--- config.mk ---
export PLATFORM = sky130hd
export DESIGN_NAME = stage_sequencer
export DESIGN_NICKNAME = d
export VERILOG_FILES = /design/src/rtl/cpu_ctrl_pkg.sv /design/src/rtl/mem_wait_timer.sv /design/src/rtl/stage_sequencer.sv
export SDC_FILE = /design/constraint.sdc
export NUM_CORES = 1
export LEC_CHECK = 0
export ABC_AREA = 0
export CAP_MARGIN = 20
export CORE_ASPECT_RATIO = 0.7
export CORE_MARGIN = 2
export CORE_UTILIZATION = 52
export CTS_BUF_LIST = sky130_fd_sc_hd__clkbuf_8
export CTS_CLUSTER_DIAMETER = 200
export CTS_CLUSTER_SIZE = 25
export DETAILED_ROUTE_END_ITERATION = 10
export PLACE_DENSITY = 0.89
export SETUP_SLACK_MARGIN = 0.15
export SLEW_MARGIN = 15
export SYNTH_ARGS = -nofsm -noshare
export SYNTH_HDL_FRONTEND = slang
export SYNTH_SLANG_ARGS = --single-unit
--- constraint.sdc ---
create_clock -name clk -period 1.75 [get_ports clk]
set_input_delay 0.2625 -clock clk [delete_from_list [all_inputs] [get_ports clk]]
set_output_delay 0.2625 -clock clk [all_outputs]
set_load 0.02 [all_outputs]
--- src/rtl/cpu_ctrl_pkg.sv ---
// Purpose: shared encodings for the multi-cycle CPU phase sequencer and control unit.
// Latency: n/a (types, constants and a pure decode helper only).
// Backpressure: n/a.
package cpu_ctrl_pkg;

  localparam int STATE_W = 3;

  // Sequencer states; HALTED and ERROR share ST_STOP and are told apart by mem_err.
  typedef enum logic [STATE_W-1:0] {
    ST_IDLE  = 3'd0,
    ST_IF    = 3'd1,
    ST_ID    = 3'd2,
    ST_ALU   = 3'd3,
    ST_MEM   = 3'd4,
    ST_RB    = 3'd5,
    ST_PAUSE = 3'd6,
    ST_STOP  = 3'd7
  } state_t;

  // Stage indices into the strobe vector, shared with the control unit.
  localparam int STG_IF  = 0;
  localparam int STG_ID  = 1;
  localparam int STG_ALU = 2;
  localparam int STG_MEM = 3;
  localparam int STG_RB  = 4;
  localparam int STG_NUM = 5;

  // True while an instruction is in flight.
  function automatic logic is_busy(input state_t s);
    return (s == ST_IF) || (s == ST_ID) || (s == ST_ALU) ||
           (s == ST_MEM) || (s == ST_RB);
  endfunction

endpackage

--- src/rtl/mem_wait_timer.sv ---
// Purpose: counts MEM wait cycles and flags the cycle whose increment reaches MEM_TIMEOUT.
// Latency: o_timeout is combinational from the current count and i_inc.
// Backpressure: none; the owner decides when to clear and increment.
module mem_wait_timer #(
  parameter int MEM_TIMEOUT = 16
) (
  input  logic clk,
  input  logic rst_n,
  input  logic i_clr,
  input  logic i_inc,
  output logic o_timeout
);

  localparam int CNT_W = $clog2(MEM_TIMEOUT + 1);

  logic [CNT_W-1:0] r_cnt;
  logic [CNT_W-1:0] w_cnt_inc;

  assign w_cnt_inc = r_cnt + 1'b1;
  // Timeout fires in the wait cycle whose increment would land on MEM_TIMEOUT.
  assign o_timeout = i_inc && (w_cnt_inc == CNT_W'(MEM_TIMEOUT));

  // Wait counter: cleared on MEM entry, stepped on each unready wait cycle.
  always_ff @(posedge clk or negedge rst_n) begin
    if (!rst_n) begin
      r_cnt <= '0;
    end else if (i_clr) begin
      r_cnt <= '0;
    end else if (i_inc) begin
      r_cnt <= w_cnt_inc;
    end
  end

endmodule

--- src/rtl/stage_sequencer.sv ---
// Purpose: phase sequencer producing one-cycle IF/ID/ALU/MEM/RB strobes with halt, step and timeout stop.
// Latency: strobes are registered and coincide with the first cycle of their state; 7-cycle minimum instruction.
// Backpressure: MEM is stretched while a request is pending and mem_ready is low, up to MEM_TIMEOUT cycles.
module stage_sequencer
  import cpu_ctrl_pkg::*;
#(
  parameter int MEM_TIMEOUT = 16,
  parameter int COUNT_W     = 16,
  parameter bit AUTO_START  = 1'b1
) (
  input  logic               clk,
  input  logic               rst_n,
  input  logic               start,
  input  logic               step_mode,
  input  logic               halt,
  input  logic               mem_read,
  input  logic               mem_write,
  input  logic               mem_ready,
  output logic               IF_clk,
  output logic               ID_clk,
  output logic               ALU_clk,
  output logic               MEM_clk,
  output logic               RB_BR_clk,
  output logic               busy,
  output logic               halted,
  output logic               mem_err,
  output logic [STATE_W-1:0] state_o,
  output logic [COUNT_W-1:0] instr_cnt
);

  state_t               r_state;
  state_t               w_next;
  logic                 r_sub;      // 1 once the current state has lasted past its first cycle
  logic                 r_auto;     // one-shot auto start after reset release
  logic                 r_mem_err;
  logic [COUNT_W-1:0]   r_cnt;
  logic [STG_NUM-1:0]   r_stb;
  logic [STG_NUM-1:0]   w_stb_nxt;
  logic                 w_enter;
  logic                 w_mem_req;
  logic                 w_timer_clr;
  logic                 w_timer_inc;
  logic                 w_timeout;
  logic                 w_retire;

  assign w_mem_req   = mem_read | mem_write;
  assign w_timer_clr = (r_state == ST_MEM) && !r_sub;
  assign w_timer_inc = (r_state == ST_MEM) && r_sub && w_mem_req && !mem_ready;
  assign w_retire    = (r_state == ST_RB) && r_sub && !halt;
  assign w_enter     = (w_next != r_state);

  mem_wait_timer #(
    .MEM_TIMEOUT(MEM_TIMEOUT)
  ) u_mem_wait_timer (
    .clk      (clk),
    .rst_n    (rst_n),
    .i_clr    (w_timer_clr),
    .i_inc    (w_timer_inc),
    .o_timeout(w_timeout)
  );

  // Next-state decode; holding is the default, ready beats timeout in MEM.
  always_comb begin
    w_next = r_state;
    case (r_state)
      ST_IDLE:  if (start || r_auto) w_next = ST_IF;
      ST_IF:    w_next = ST_ID;
      ST_ID:    w_next = ST_ALU;
      ST_ALU:   w_next = ST_MEM;
      ST_MEM: begin
        if (r_sub) begin
          if (!w_mem_req || mem_ready) w_next = ST_RB;
          else if (w_timeout)          w_next = ST_STOP;
        end
      end
      ST_RB: begin
        if (r_sub) begin
          if (halt)           w_next = ST_STOP;
          else if (step_mode) w_next = ST_PAUSE;
          else                w_next = ST_IF;
        end
      end
      ST_PAUSE: if (start) w_next = ST_IF;
      ST_STOP:  if (start) w_next = ST_IF;
      default:  w_next = ST_IDLE;
    endcase
  end

  // Strobe for a stage fires only on the cycle that state is entered.
  always_comb begin
    w_stb_nxt          = '0;
    w_stb_nxt[STG_IF]  = w_enter && (w_next == ST_IF);
    w_stb_nxt[STG_ID]  = w_enter && (w_next == ST_ID);
    w_stb_nxt[STG_ALU] = w_enter && (w_next == ST_ALU);
    w_stb_nxt[STG_MEM] = w_enter && (w_next == ST_MEM);
    w_stb_nxt[STG_RB]  = w_enter && (w_next == ST_RB);
  end

  // State register with first-cycle tracking and registered strobes.
  always_ff @(posedge clk or negedge rst_n) begin
    if (!rst_n) begin
      r_state <= ST_IDLE;
      r_sub   <= 1'b0;
      r_stb   <= '0;
    end else begin
      r_state <= w_next;
      r_sub   <= !w_enter;
      r_stb   <= w_stb_nxt;
    end
  end

  // Auto start is armed by reset and consumed on the first clock after release.
  always_ff @(posedge clk or negedge rst_n) begin
    if (!rst_n) begin
      r_auto <= AUTO_START;
    end else begin
      r_auto <= 1'b0;
    end
  end

  // Memory error flag: set on timeout stop, cleared when restarted from the stop state.
  always_ff @(posedge clk or negedge rst_n) begin
    if (!rst_n) begin
      r_mem_err <= 1'b0;
    end else if ((r_state == ST_MEM) && (w_next == ST_STOP)) begin
      r_mem_err <= 1'b1;
    end else if ((r_state == ST_STOP) && (w_next == ST_IF)) begin
      r_mem_err <= 1'b0;
    end
  end

  // Retired-instruction counter; halting instructions are not counted, wraps naturally.
  always_ff @(posedge clk or negedge rst_n) begin
    if (!rst_n) begin
      r_cnt <= '0;
    end else if (w_retire) begin
      r_cnt <= r_cnt + 1'b1;
    end
  end

  assign IF_clk    = r_stb[STG_IF];
  assign ID_clk    = r_stb[STG_ID];
  assign ALU_clk   = r_stb[STG_ALU];
  assign MEM_clk   = r_stb[STG_MEM];
  assign RB_BR_clk = r_stb[STG_RB];
  assign busy      = is_busy(r_state);
  assign halted    = (r_state == ST_STOP) && !r_mem_err;
  assign mem_err   = r_mem_err;
  assign state_o   = r_state;
  assign instr_cnt = r_cnt;

endmodule

==> flow_metrics.env <==
export IMPL_clock_tree_sinks=32
export IMPL_grt_total_usage=0.224
export IMPL_final_core_util=0.729
export IMPL_rsz0062_at_grt="yes"
export IMPL_half_perimeter_wire_length_of_the_detailed_placement_result_um=2690
export IMPL_worstSkewPairLatency_ns=0.28
export IMPL_overflow=0
export IMPL_post_synth_top_area_fraction=0.464
export IMPL_antenna_found_initial=0
export IMPL_fmaxAchievable_ghz=0.626
export IMPL_critical_path_startpoint_type="flop"
export IMPL_drcViolationCount=0
export IMPL_most_common_cell_in_the_synthesized_netlist="sky130_fd_sc_hd__dfrtp_1"
export IMPL_critPathArrivalTime_ns=1.80
export IMPL_chipWidth_um=71.8
export IMPL_fin_nets=222
export IMPL_cts_buffer_depth=2
export IMPL_synth_top_cells_by_area="sky130_fd_sc_hd__dfrtp_1 (46%), sky130_fd_sc_hd__xnor2_1 (6.8%), sky130_fd_sc_hd__nand4_1 (3.4%)"
export IMPL_synthToLayoutAreaGrowth_pct=35.5
export IMPL_report_final_hold_viol_count=0
export IMPL_crit_path_max_fanout=7
export IMPL_finalPower_w=0.00316
export IMPL_floorplan_initialDensity=0.538
export IMPL_max_cap_violations=0
export IMPL_holdBufCountCts=0
export IMPL_cts_reportedPaths_clkPinSlew_ns=0.07
export IMPL_report_final_setup_viol=0
export IMPL_top_level_ports=35
export IMPL_post_synth_instance_area_sq_um=1670
export IMPL_ys_types=49
export IMPL_core_area_sq_um=3110
export IMPL_floorplan_die_area_sq_um=3690
export IMPL_cts_htree_levels=2
export IMPL_status="finished, final reports clean"
export IMPL_mean_area_per_synthesized_cell_sq_um=10.3
export IMPL_drt_total_wl_um=3820
export IMPL_antennaDiodeCount=0
export IMPL_first_pass_iteration_count_of_the_detailed_router=4
export IMPL_drt_initial_drc_count=63
export IMPL_cellLeakagePower_nw=1.06
export IMPL_synth_async_sr_flop_share=1.00
export IMPL_postRouteAntennaNets=0
export IMPL_port_buffer_count=34
export IMPL_power_per_cell_area_nw_per_um2=1390
export IMPL_min_period_over_period=0.913
export IMPL_synth_cells_most_frequent="sky130_fd_sc_hd__dfrtp_1 (31), sky130_fd_sc_hd__nor2_1 (14), sky130_fd_sc_hd__nand2_1 (13), sky130_fd_sc_hd__xnor2_1 (13)"
export IMPL_root_buffer="sky130_fd_sc_hd__clkbuf_8"
export IMPL_cts_made_buffers=5
export IMPL_synth_flop_cell="sky130_fd_sc_hd__dfrtp_1"
export IMPL_postSynthRegisterBits=32
export IMPL_core_rows=17
export IMPL_post_drt_via_cell_ratio=5.64
export IMPL_clock_skew_final_ns=0.00545
export IMPL_number_of_global_route_vias_before_repair=1367
export IMPL_cpPeakStageDelay_ns=0.58
export IMPL_synth_top_area_cell="sky130_fd_sc_hd__dfrtp_1"
export IMPL_max_vdd_ir_drop_mv=0.831
export IMPL_number_of_enable_type_register_cells_in_the_synthesized_netlist=0
export IMPL_grt_first_pass_wirelength_um=6230
export IMPL_drive_gt1_frac=0.217
export IMPL_grt_max_degree=33
export IMPL_gpl_final_weighted_congestion=0.836
export IMPL_routed_via_count=1411
export IMPL_finalCriticalPeriod_ns=1.60
export IMPL_cp_cell_sequence="buf_4 -> nand4b_4 -> or4b_4 -> nor2_4 -> xnor2_1"
export IMPL_wl_per_cell_um=15.3
export IMPL_cp_required_ns=1.96
export IMPL_synthesis_yosys_warnings=0
export IMPL_cts_tree="built"
export IMPL_final_max_slew_violation_count=0
export IMPL_hold_class="in -> async"
export IMPL_synth_cells=162
export IMPL_worst_setup_path_type="reg -> reg"
export IMPL_cpMaxStageDelayCell="sky130_fd_sc_hd__or4b_4"
export IMPL_fillCellCount=215
export IMPL_crit_path_end_kind="flop"
export IMPL_die_extent_in_y_um=51.4
export IMPL_synth_yosys_seq_area_share=0.480
export IMPL_syn_num_nets=173
[state kept, by name (all words and copies together), names as in the netlist]
| signal | count |
|---|---|
| r_sub | 1 |
| mem_err | 1 |
| u_mem_wait_timer.r_cnt | 5 |
| instr_cnt | 16 |
| state_o | 3 |
| r_stb | 5 |
| r_auto | 1 |
[power breakdown]
group	internal (W)	total [W]	switching (W)
logic	0.000634	0.00135	0.000715
clock network	0.000421	0.000706	0.000285
registers	0.000905	0.00110	0.000198
total	0.00196	0.00316	0.00120
[metal layers]
layer	routed length, um	track usage	up-vias
met5	0	0	-
met4	62	0.0660	0
met3	195	0.0592	7
met2	1800	0.392	42
met1	1760	0.274	682
li1	-	-	680
[final timing paths]
| check | startpoint | endpoint | slack (ns) | depth (start not counted) |
|---|---|---|---|---|
| min in group clk | instr_cnt[15]$_DFFE_PN0P_ | instr_cnt[15]$_DFFE_PN0P_ | 0.47 | 1 |
| worst max-delay path | state_o[0]$_DFF_PN0_ | instr_cnt[10]$_DFFE_PN0P_ | 0.15 | 5 |
| worst min-delay path | rst_n | instr_cnt[8]$_DFFE_PN0P_ | 0.37 | 2 |
| worst max register to register | state_o[0]$_DFF_PN0_ | instr_cnt[10]$_DFFE_PN0P_ | 0.15 | 5 |
| worst min register to register | instr_cnt[15]$_DFFE_PN0P_ | instr_cnt[15]$_DFFE_PN0P_ | 0.47 | 1 |
| max in group asynchronous | rst_n | r_auto$_DFF_PN1_ | 1.05 | 2 |
[placed cells by master, fill, tap and decap left out, types with 5 or more instances in the layout]
| cell type | Yosys | layout |
|---|---|---|
| sky130_fd_sc_hd__nand3_1 | 9 | 9 |
| sky130_fd_sc_hd__nand2_1 | 13 | 13 |
| sky130_fd_sc_hd__buf_4 | 0 | 14 |
| sky130_fd_sc_hd__clkbuf_8 | 0 | 5 |
| sky130_fd_sc_hd__inv_1 | 5 | 5 |
| sky130_fd_sc_hd__nand4_1 | 9 | 9 |
| sky130_fd_sc_hd__dlygate4sd2_1 | 0 | 10 |
| sky130_fd_sc_hd__dfrtp_2 | 0 | 6 |
| sky130_fd_sc_hd__clkdlybuf4s50_1 | 0 | 19 |
| sky130_fd_sc_hd__xnor2_1 | 13 | 13 |
| sky130_fd_sc_hd__nor2_1 | 14 | 14 |
| sky130_fd_sc_hd__dfrtp_1 | 31 | 25 |
| sky130_fd_sc_hd__nor3_1 | 5 | 5 |
[critical path, delay by kind of cell (launching register included)]
family	cells	cell delay, ns
xor+xnor	1	0.12
simple gates	3	0.83
buf+inv	1	0.14
flops	1	0.43
[cell families after synthesis]
group / count (synthesis) / synth area share
AND/OR/NAND/NOR: 68 / 0.238
XOR/XNOR: 16 / 0.0838
other: 1 / 0.00224
flip-flops: 32 / 0.480
AO/OA/AOI/OAI: 28 / 0.122
adder cells (fa/ha/maj): 3 / 0.0225
buffers and inverters: 11 / 0.0314
multiplexers: 3 / 0.0202
[layout make-up]
| type | count | area (sq um) | area share |
|---|---|---|---|
| multi-input cells | 119 | 847 | 0.374 |
| well taps | 38 | 47.5 | 0.0210 |
| clock inverters | 3 | 42.5 | 0.0188 |
| repair buffers | 48 | 430 | 0.190 |
| inverters | 5 | 18.8 | 0.00829 |
| clock buffers | 5 | 68.8 | 0.0304 |
| flip-flops and latches | 32 | 810 | 0.357 |
[timing repair]
| action | in CTS | in global routing |
|---|---|---|
| resized for setup | 15 | 13 |
| pin swaps | 2 | 5 |
| buffers inserted | 3 | 3 |
| hold endpoints to repair | 0 | 0 |
| endpoints found under the setup margin | 21 | 18 |
[stage by stage]
stage	cells	hold slack [ns]	setup WS (ns)	cell area [sq um]	setup TNS, ns
floorplan	162	-0.0331	0.155	1680	0
global placement	236	0.466	0.0283	2090	0
CTS	247	0.390	0.115	2220	0
detailed placement	236	0.464	-0.0119	2090	-0.0119
global route	250	0.423	0.0844	2260	0
finish	250	0.372	0.152	2260	0
No activity file was read; power rests on OpenSTA's default activity.
==> RTL change, RTL diff (config.mk and constraints unchanged) <==
`MEM_TIMEOUT` is set to 16 in 2 places; all go to 32.
--- a/src/rtl/mem_wait_timer.sv
+++ b/src/rtl/mem_wait_timer.sv
@@ -3,5 +3,5 @@
 // Backpressure: none; the owner decides when to clear and increment.
 module mem_wait_timer #(
-  parameter int MEM_TIMEOUT = 16
+  parameter int MEM_TIMEOUT = 32
 ) (
   input  logic clk,
--- a/src/rtl/stage_sequencer.sv
+++ b/src/rtl/stage_sequencer.sv
@@ -5,5 +5,5 @@
   import cpu_ctrl_pkg::*;
 #(
-  parameter int MEM_TIMEOUT = 16,
+  parameter int MEM_TIMEOUT = 32,
   parameter int COUNT_W     = 16,
   parameter bit AUTO_START  = 1'b1
Formal check against the unedited RTL: same outputs for any inputs over 10 cycles, from zero or initial values and one cycle with rst_n low; that may be too few to reach the edited logic, so the function may still have changed.
==> RTL change against the original RTL <==
Sequential cell count rose by 1; worst setup slack got worse by 0.041 ns; critical path depth rose by 1; synthesized area rose by 4.1%; wire length rose by 14%; design area rose by 8.4%; power rose by 10%; clock power fell by 22%; largest power group unchanged; highest routed layer unchanged.
==> RTL change: results (changes against the original RTL) <==
Layout
  – Fill count: 190 (was 215)
  – Layout cells sized above 1: 28.32% (was 21.70%)
  – Layout Nets: 236 (was 222)

Global routing
  – Initial antenna violation count: 0 (unchanged)
  – Largest net degree at the start of global routing: 34 (was 33)
  – GRT Overall Usage: 22.62% (was 22.43%)
  – First-pass GRT wire length: 6334 um (was 6230 um)
  – Vias in the first global route: 1381 (was 1367)

Min path
  – HP Class: primary input to asynchronous set/reset pin (unchanged)

Run status
  – Status: completed (unchanged)

Setup path
  – R2R cell count: 6 (was 5)
  – Max incr delay on CP: 0.40 ns (was 0.58 ns)
  – Slowest CP cell: dfrtp_1 (was or4b_4)
  – Top Family by Delay on Critical Path: compound AO/OA/AOI/OAI gates (was simple AND/OR/NAND/NOR gates)
  – Worst Path Arrival: 1.84 ns (was 1.80 ns)

Routing
  – Vias post-DR: 1533 (was 1411)
  – Number of DRC markers in iteration 0: 105 (was 63)
  – Total wire length: 4348 um (was 3815 um)
  – Wire length per cell: 16.47 um (was 15.26 um)

Floorplanning
  – Core area: 0.003169 mm2 (was 0.003105 mm2)

Place
  – Placer Congestion: 0.8803 (was 0.8361)
  – Dpl cells: 250 (was 236)
  – Post-Place Setup Slack: -0.2049 ns (was -0.01186 ns)
  – Placed cell area: 0.002165 mm2 (was 0.002093 mm2)
  – Final HPWL DP: 2598 um (was 2688 um)

Synth
  – Syn_area_per_cell: 9.945 um2 (was 10.32 um2)
  – Largest cells by area after synthesis: dfrtp_1, nand2_1, xnor2_1 (was dfrtp_1, xnor2_1, nand4_1)
  – Post-synth top cells: dfrtp_1, nand2_1, nor2_1 (was dfrtp_1, nor2_1, nand2_1, xnor2_1)
  – Register area share after synthesis: 47.52% (was 47.98%)
  – Cell variety after synth: 51 (was 49)
  – Syn nets: 186 (was 173)

Clocking
  – H-tree Lvls: 2 (unchanged)

Power
  – Worst vdd ir: 0.001304 V (was 0.0008312 V)
  – Leak: 1.162 nW (was 1.061 nW)

STA
  – Clock Skews: 0.004970 ns (was 0.005453 ns)
## RTL change: worst paths after layout
| check | to | from | slack (ns) |
|---|---|---|---|
| max | r_sub | state_o[1] | 0.11 |
| min | instr_cnt[0] | rst_n | 0.38 |
| max reg2reg | r_sub | state_o[1] | 0.11 |
| min reg2reg | instr_cnt[15] | instr_cnt[15] | 0.48 |
| max in group asynchronous | r_auto | rst_n | 1.04 |
| min in group clk | instr_cnt[15] | instr_cnt[15] | 0.48 |
## RTL change: kinds of logic after synthesis
logic type	Yosys count	synth area share [%]
AND/OR/NAND/NOR	75	23.87
AO/OA/AOI/OAI	33	13.30
flip-flops	33	47.52
XOR/XNOR	16	8.052
buffers and inverters	12	3.594
adder cells (fa/ha/maj)	3	2.157
multiplexers	2	1.294
other	1	0.2155
## RTL change: power breakdown
group	switching, mW	leakage (nW)	internal, mW
clock	0.283	0.0491	0.269
combinational	0.976	0.682	0.841
sequential	0.190	0.430	0.917
## RTL change: final cells by class
class | instances | area, um2 | area share, %
Timing Repair Buffer | 51 | 504.2 | 20.54
Tap cell | 38 | 47.55 | 1.937
Clock buffer | 5 | 68.82 | 2.803
Sequential cell | 33 | 833.3 | 33.95
Clock inverter | 3 | 13.76 | 0.5607
Inverter | 4 | 15.01 | 0.6116
Multi-Input combinational cell | 130 | 972.2 | 39.60
## RTL change: routing by layer
layer / up-vias / GRT usage (%) / wire [um]
met4: 0 / 7.099 / 47
met5: - / 0 / 0
met1: 757 / 30.12 / 1865
li1: 714 / - / -
met2: 57 / 34.98 / 2129
met3: 5 / 7.500 / 306
## RTL change: repair_timing
item                                    CTS  global route
gates resized for setup                  16            37
buffers inserted                          0             5
cloned                                    0             1
endpoints found under the setup margin   15            20
pin swaps                                 1            13
